$ cat config.mk
export PLATFORM = sky130hd
export DESIGN_NAME = sms_oc_bus_arbiter
export DESIGN_NICKNAME = d
export VERILOG_FILES = /design/src/rtl/sms_oc_bus_arbiter.sv
export SDC_FILE = /design/constraint.sdc
export NUM_CORES = 1
export LEC_CHECK = 0
export CAP_MARGIN = 20
export CORE_ASPECT_RATIO = 0.75
export CORE_MARGIN = 4
export CORE_UTILIZATION = 52
export DETAILED_ROUTE_END_ITERATION = 10
export GPL_ROUTABILITY_DRIVEN = 0
export GPL_TIMING_DRIVEN = 0
export PLACE_DENSITY = 0.78
export REMOVE_ABC_BUFFERS = 1
export SETUP_SLACK_MARGIN = 0.1
export SYNTH_ARGS = -nofsm -noshare
export SYNTH_HDL_FRONTEND = slang
export SYNTH_SLANG_ARGS = --single-unit
export TNS_END_PERCENT = 100
$ cat constraint.sdc
create_clock -name clk -period 1.94 [get_ports clk]
set_input_delay 0.194 -clock clk [delete_from_list [all_inputs] [get_ports clk]]
set_output_delay 0.194 -clock clk [all_outputs]
set_load 0.05 [all_outputs]
$ cat src/rtl/sms_oc_bus_arbiter.sv
// Round-robin arbiter for a shared open-collector (dot-OR) line: one owner at a time,
// bounded hold, a driver-free turnaround gap between owners, and stray-driver detection.
module sms_oc_bus_arbiter #(
  parameter int N        = 4,
  parameter int TURN     = 2,
  parameter int MAX_HOLD = 16
) (
  input  logic         clk,
  input  logic         rst_n,
  input  logic [N-1:0] req,
  input  logic [N-1:0] done,
  input  logic         bus_sense,
  output logic [N-1:0] grant,
  output logic [N-1:0] oc_enable,
  output logic         busy,
  output logic         timeout,
  output logic         stray_fault
);

  localparam int PW = $clog2(N);

  localparam logic [1:0] S_IDLE    = 2'd0;
  localparam logic [1:0] S_GRANT   = 2'd1;
  localparam logic [1:0] S_RELEASE = 2'd2;

  logic [1:0]    state_reg;
  logic [PW-1:0] ptr_reg;
  logic [PW-1:0] owner_reg;
  logic [7:0]    hold_cnt_reg;
  logic [3:0]    turn_cnt_reg;
  logic [N-1:0]  grant_reg;
  logic          timeout_reg;
  logic          stray_hit_reg;
  logic          stray_fault_reg;

  logic          pick_valid;
  logic [PW-1:0] pick_idx;
  logic          owner_done;
  logic          owner_req;
  logic          hold_limit;
  logic          grant_exit;
  logic [PW-1:0] ptr_next;
  logic          stray_check;
  logic          stray_hit;

  // First requesting index at or after ptr, wrapping; scanning downward lets the
  // smallest offset overwrite any later candidate.
  always_comb begin
    int idx;
    idx        = 0;
    pick_valid = 1'b0;
    pick_idx   = '0;
    for (int k = N - 1; k >= 0; k--) begin
      idx = int'(ptr_reg) + k;
      if (idx >= N) idx = idx - N;
      if (req[idx]) begin
        pick_valid = 1'b1;
        pick_idx   = PW'(idx);
      end
    end
  end

  assign owner_done = done[owner_reg];
  assign owner_req  = req[owner_reg];
  assign hold_limit = (hold_cnt_reg == 8'(MAX_HOLD - 1));
  assign grant_exit = owner_done || !owner_req || hold_limit;
  assign ptr_next   = (owner_reg == PW'(N - 1)) ? '0 : PW'(owner_reg + 1'b1);

  // The first RELEASE cycle is exempt so the previous owner's stage can let the line float.
  assign stray_check = (state_reg == S_IDLE) ||
                       ((state_reg == S_RELEASE) && (turn_cnt_reg != 4'd0));
  assign stray_hit   = stray_check && bus_sense;

  always_ff @(posedge clk or negedge rst_n) begin
    if (!rst_n) begin
      state_reg       <= S_IDLE;
      ptr_reg         <= '0;
      owner_reg       <= '0;
      hold_cnt_reg    <= '0;
      turn_cnt_reg    <= '0;
      grant_reg       <= '0;
      timeout_reg     <= 1'b0;
      stray_hit_reg   <= 1'b0;
      stray_fault_reg <= 1'b0;
    end else begin
      timeout_reg   <= 1'b0;
      stray_hit_reg <= stray_hit;
      if (stray_hit && stray_hit_reg) stray_fault_reg <= 1'b1;

      case (state_reg)
        S_IDLE: begin
          if (pick_valid) begin
            grant_reg    <= N'(1) << pick_idx;
            owner_reg    <= pick_idx;
            hold_cnt_reg <= '0;
            state_reg    <= S_GRANT;
          end
        end
        S_GRANT: begin
          hold_cnt_reg <= hold_cnt_reg + 8'd1;
          if (grant_exit) begin
            grant_reg    <= '0;
            ptr_reg      <= ptr_next;
            turn_cnt_reg <= '0;
            state_reg    <= S_RELEASE;
            // Revocation by the hold limit alone; a release or dropped request wins a tie.
            timeout_reg  <= owner_req && !owner_done;
          end
        end
        S_RELEASE: begin
          turn_cnt_reg <= turn_cnt_reg + 4'd1;
          if (turn_cnt_reg == 4'(TURN - 1)) state_reg <= S_IDLE;
        end
        default: state_reg <= S_IDLE;
      endcase
    end
  end

  assign grant       = grant_reg;
  assign oc_enable   = grant_reg;
  assign busy        = (state_reg != S_IDLE);
  assign timeout     = timeout_reg;
  assign stray_fault = stray_fault_reg;

endmodule
# --- Yosys cells after proc, flatten, opt, wreduce, memory -nomap -nowiden ---
# Cells that the tools add are included.
op_classes:
  n_mux: 41
  n_eq_ne: 8
  add_sub_neg: 10
  reduce_logical: 20
  order_cmp: 9
  n_shift: 1
op_table:
  columns: ["cell", "n"]
  rows:
  - ["32-bit by 4-bit less-than comparator with 1-bit output (second input constant)", 4]
  - ["32-bit two-way mux", 4]
  - ["1-bit two-way mux", 16]
  - ["2-bit two-way mux", 8]
  - ["4-bit case mux with 2 select lines", 2]
  - ["8-bit case mux with 2 select lines", 1]
  - ["1-bit binary-select mux with 2-bit select", 6]
  - ["3-bit by 3-bit subtractor with 4-bit output (second input constant)", 3]
  - ["3-bit greater-or-equal comparator (second input constant)", 3]
  - ["8-bit by 1-bit adder with 8-bit output (second input constant)", 1]
  - ["8-bit by 4-bit equality test with 1-bit output (second input constant)", 1]
  - ["4-bit two-way mux", 2]
  - ["8-bit two-way mux", 1]
  - ["2-bit AND reduction", 4]
  - ["2-bit by 2-bit adder with 3-bit output (second input constant)", 2]
  - ["2-bit case mux with 3 select lines", 1]
  - ["3-bit AND reduction", 2]
  - ["2-bit nonzero test", 3]
  - ["4-bit by 1-bit adder with 4-bit output (second input constant)", 1]
  - ["2-bit equality test (second input constant)", 2]
  - ["4-bit by 1-bit equality test with 1-bit output (second input constant)", 1]
  - ["1-bit logical AND", 4]
  - ["2-bit inequality test (second input constant)", 2]
  - ["4-bit nonzero test", 1]
  - ["11 further kinds", 14]
word_totals:
  output_inout_bits: 11
  ff_bits: 25
  inputBits: 11
  elab_cells: 98

# --- Longest topological paths before layout ---
depth:
  depth_word: 13
  ltp_mapped: 6
  ltp_nobuf: 5

# --- Least setup slack after synthesis ---
# No wires, ideal clock.
synth_path:
  path_kind: "flip-flop to flip-flop"
  from: "reg owner_reg[1]"
  to: "reg ptr_reg[1]"
  n_path_buf: 1
  setup_slack_ns: 0.301
  t_required_ns: 1.815
  synth_period_minus_slack_ns: 1.639
  stages_incl_launch_ff: 5
  setup_time_ns: 0.125
  arrival_ns: 1.514
  path_cell_list: "dfrtp_1 -> mux4_2 -> a21oi_2 -> buf_6 -> mux2_4"
synth_via:
  elab_chain_len: 6
  elab_cells_between_ends: 11
  cone_classes: "add/sub (1); eq/ne (1); mux (5); reduce/logical (4)"
synth_lines:
  columns: ["element", "line_no", "text"]
  rows:
  - ["start, declared", "28", "logic [PW-1:0] owner_reg;"]
  - ["start signal, assigned", "94", "owner_reg <= pick_idx;"]
  - ["1-bit binary-select mux with 2-bit select", "64", "assign owner_req = req[owner_reg];"]
  - ["1-bit two-way mux (implied by the code)", "64", null]
  - ["1-bit zero test", "66", "assign grant_exit = owner_done || !owner_req || hold_limit;"]
  - ["1-bit logical OR (2 in series)", "66", null]
  - ["2-bit AND reduction (no line)", null, null]
  - ["end signal, assigned", "103", "ptr_reg <= ptr_next;"]
  - ["end, declared", "27", "logic [PW-1:0] ptr_reg;"]
# Several ways; a longest one is shown, not always the timed one. The select of a mux whose other input is x is not followed.
# A chain may end at the register's enable or synchronous reset.

# --- Final worst setup path ---
layout_path:
  from: "reg state_reg[1]"
  to: "out busy"
layout_via:
  elab_chain_len: 1
layout_lines:
  columns: ["element", "line_no", "text"]
  rows:
  - ["start, declared", "26", "logic [1:0] state_reg;"]
  - ["start signal, assigned", "76", "state_reg <= S_IDLE;"]
  - ["start signal, assigned", "96", "state_reg <= S_GRANT;"]
  - ["start signal, assigned", "105", "state_reg <= S_RELEASE;"]
  - ["2-bit nonzero test", "121", "assign busy = (state_reg != S_IDLE);"]
  - ["end, declared", "15", "output logic busy,"]
# Every way passes these cells.

==> flow_summary.json <==
{
  "floorplan.die_area_mm2": 0.003439,
  "multi_input_area_um2": 658.1,
  "fin_ws_ns": 0.1823,
  "grt_antenna_before_repair": 0,
  "clock-skew-final_ns": 0.007181,
  "final_util": 0.6804,
  "number_of_pins_exceeding_their_max_slew_limit_in_the_final_report": 0,
  "worst_slew_margin_rel": 0.6445,
  "antenna_left": 0,
  "nFillCells": 201,
  "place_worst_setup_slack_ns": -0.4336,
  "reported_net_switching_power_mw": 1.045,
  "die-width_um": 66.40,
  "mostFrequentLayoutCells": "dfrtp_1 (24), clkdlybuf4s50_1 (20), nand2_1 (17)",
  "clock_edge_transition_at_the_registers_on_the_reported_setup_and_hold_paths_ns": 0.13,
  "crit_arrival_ns": 1.56,
  "ctsLongestPathBuffers": 2,
  "status": "finished clean",
  "antenna_cells_inserted": 0,
  "synth.yosys.seq_area_share": 0.4704,
  "endpoint_kind": "output pin",
  "unrepaired_setup_endpoints_after_global_routing": "false",
  "path_max_fanout": 12,
  "synth_enable_flop_cells": 0,
  "clock_network_fraction_of_design_power": 0.102,
  "synth-async-reset-ratio": 1.000,
  "ff_latch_area_um2": 626.9,
  "drt_iter0_drc": 73,
  "total_standard_cell_area_after_synthesis_mm2": 0.001330,
  "mostFrequentLayoutCell": "dfrtp_1",
  "clock_sinks": 25,
  "power.leakage_nw": 0.7012,
  "setup_viol": 0,
  "fraction_of_power_spent_switching_nets": 0.4593,
  "layout-drive-gt1-share": 0.09150,
  "maximum_number_of_pins_on_one_net_before_global_route_repair": 17,
  "drv_cap": 0,
  "synth_area_per_cell_um2": 10.00,
  "yosys_warnings": 0,
  "fp.coreArea_mm2": 0.002365,
  "layout-area-overhead-vs-synth_pct": 20.98,
  "number_of_global_route_vias_before_repair": 1095,
  "die-height_um": 51.80,
  "clock_tree.htree_level_count": 1,
  "wire_length_of_the_first_global_routing_pass_mm": 4.733,
  "detail_route.wirelength_mm": 2.557,
  "fmax_mhz": 568.9,
  "ioPinCount": 22,
  "min-delay-path-class": "input port to asynchronous set/reset pin",
  "syn-instance-count": 133,
  "worstPathRequired_ns": 1.75,
  "initial_core_util": 0.5624,
  "seqPwrFrac": 0.376,
  "worst_ir_drop_vdd_mv": 0.9010,
  "drc": 0,
  "wl_per_cell_um": 13.67,
  "tritoncts": "done",
  "cp_slowest_stage_delay_ns": 0.51,
  "ys_ff_latch": 25,
  "vias": 1049,
  "synthFlopType": "dfrtp_1",
  "power.internal_mw": 1.230,
  "path_cells": "or2_2 > dlygate4sd2_1",
  "clk_root_buffer_cell": "clkbuf_4",
  "largest_register_ffs": 8,
  "worst-slew-pin-transition_ns": 0.5316,
  "hpwl_mm": 1.935,
  "criticalPathCategory": "flip-flop to output pin",
  "period_needed_ns": 1.758,
  "final_hold_violation_count": 0,
  "layout.nets": 170,
  "rows": 15,
  "slowest_stage": "dfrtp_2",
  "post_cts_hold_buffer_count": 0,
  "power.density_cell_area_mw_per_mm2": 1414,
  "clk-insertion-delay-late_ns": 0.32,
  "whs_ns": 0.2018,
  "port_buffers": 21,
  "globalRouteTotalUtil": 0.1790,
  "global_route.overflow_total": 0,
  "avgViaCountPerCell": 5.610,
  "combinationalPowerShare": 0.522,
  "synth.lib_cells_used.distinct": 42,
  "drt_pass1_iterations": 4,
  "startpoint_type": "flip-flop",
  "cts_made_buffers": 3,
  "layout_worst_path_cycle_share": 0.9060
}
==> cells in the mapped netlist, drive strengths merged, types with 3 or more instances <==
master / count / area [um^2]
a21oi: 4 / 23.77
nand2b: 5 / 31.28
inv: 3 / 11.26
buf: 6 / 46.29
nand3: 3 / 15.01
ha: 5 / 62.56
nor2: 14 / 52.55
o21ai: 5 / 25.02
o211ai: 3 / 22.52
dfrtp: 25 / 625.6
nor2b: 5 / 31.28
nand2: 17 / 63.81
a21o: 4 / 30.03
==> worst paths after layout <==
path	from	to	slack, ns	cells after the start
worst max-delay path	state_reg[1]	busy	0.18	2
worst min-delay path	rst_n	hold_cnt_reg[2]	0.20	1
worst min register to register	stray_hit_reg	stray_fault	0.48	1
max in group asynchronous	rst_n	state_reg[1]	1.26	2
min in group clk	stray_hit_reg	stray_fault	0.48	1
worst max register to register	hold_cnt_reg[0]	ptr_reg[0]	0.26	5
==> metal layers <==
metal / up-vias / global-route usage / share of wire
li1: 505 / - / -
met1: 516 / 0.2172 / 0.47
met2: 22 / 0.3048 / 0.48
met3: 6 / 0.06048 / 0.044
met4: 0 / 0.04730 / 0.0090
met5: - / 0 / 0
==> cells by family after synthesis <==
kind of cell               count (synthesis)  share of synthesized area
buffers and inverters                     10                    0.04609
xor gates and xnor gates                   4                    0.02635
muxes                                      5                    0.05174
adders and majority gates                  5                    0.04704
DFF                                       25                     0.4704
AOI/OAI and AO/OA                         28                     0.1524
and+or+nand+nor                           56                     0.2060
==> area by class of cell <==
type,count,share of cell area
timing repair buffer,23,0.1516
clock buffer,4,0.01633
multi-input combinational,98,0.4090
tap,34,0.02644
sequential,25,0.3896
inverter,3,0.006998
==> power by group through the flow <==
stage / clock (mW) / sequential (mW) / combinational (mW)
global placement: 0 / 0.855 / 1.14
floorplan: 0 / 1.09 / 0.567
CTS: 0.243 / 0.854 / 1.19
global route: 0.268 / 0.885 / 1.29
detailed placement: 0 / 0.863 / 1.17
finish: 0.232 / 0.856 / 1.19
==> timing repair <==
item,4_1_cts,5_1_grt
pin swaps,1,0
endpoints found under the hold margin,0,0
resized for setup,3,2
buffers inserted,1,0
setup endpoints to repair,5,7
==> worst max-delay path, delay by kind of cell (launching register included) <==
family / cells / cell delay [ns]
flops: 1 / 0.51
buf+inv: 1 / 0.43
simple gates: 1 / 0.31
==> metrics by stage <==
stage	cell area (um^2)	power [mW]	TNS, ns	cells
after floorplan	1280	1.661	0	126
after global placement	1533	1.994	-2.444	181
after detailed placement	1560	2.030	-2.866	182
after CTS	1605	2.290	0	187
after global routing	1609	2.447	0	187
final	1609	2.275	0	187
Note: power is estimated with default switching activity, not from simulation.
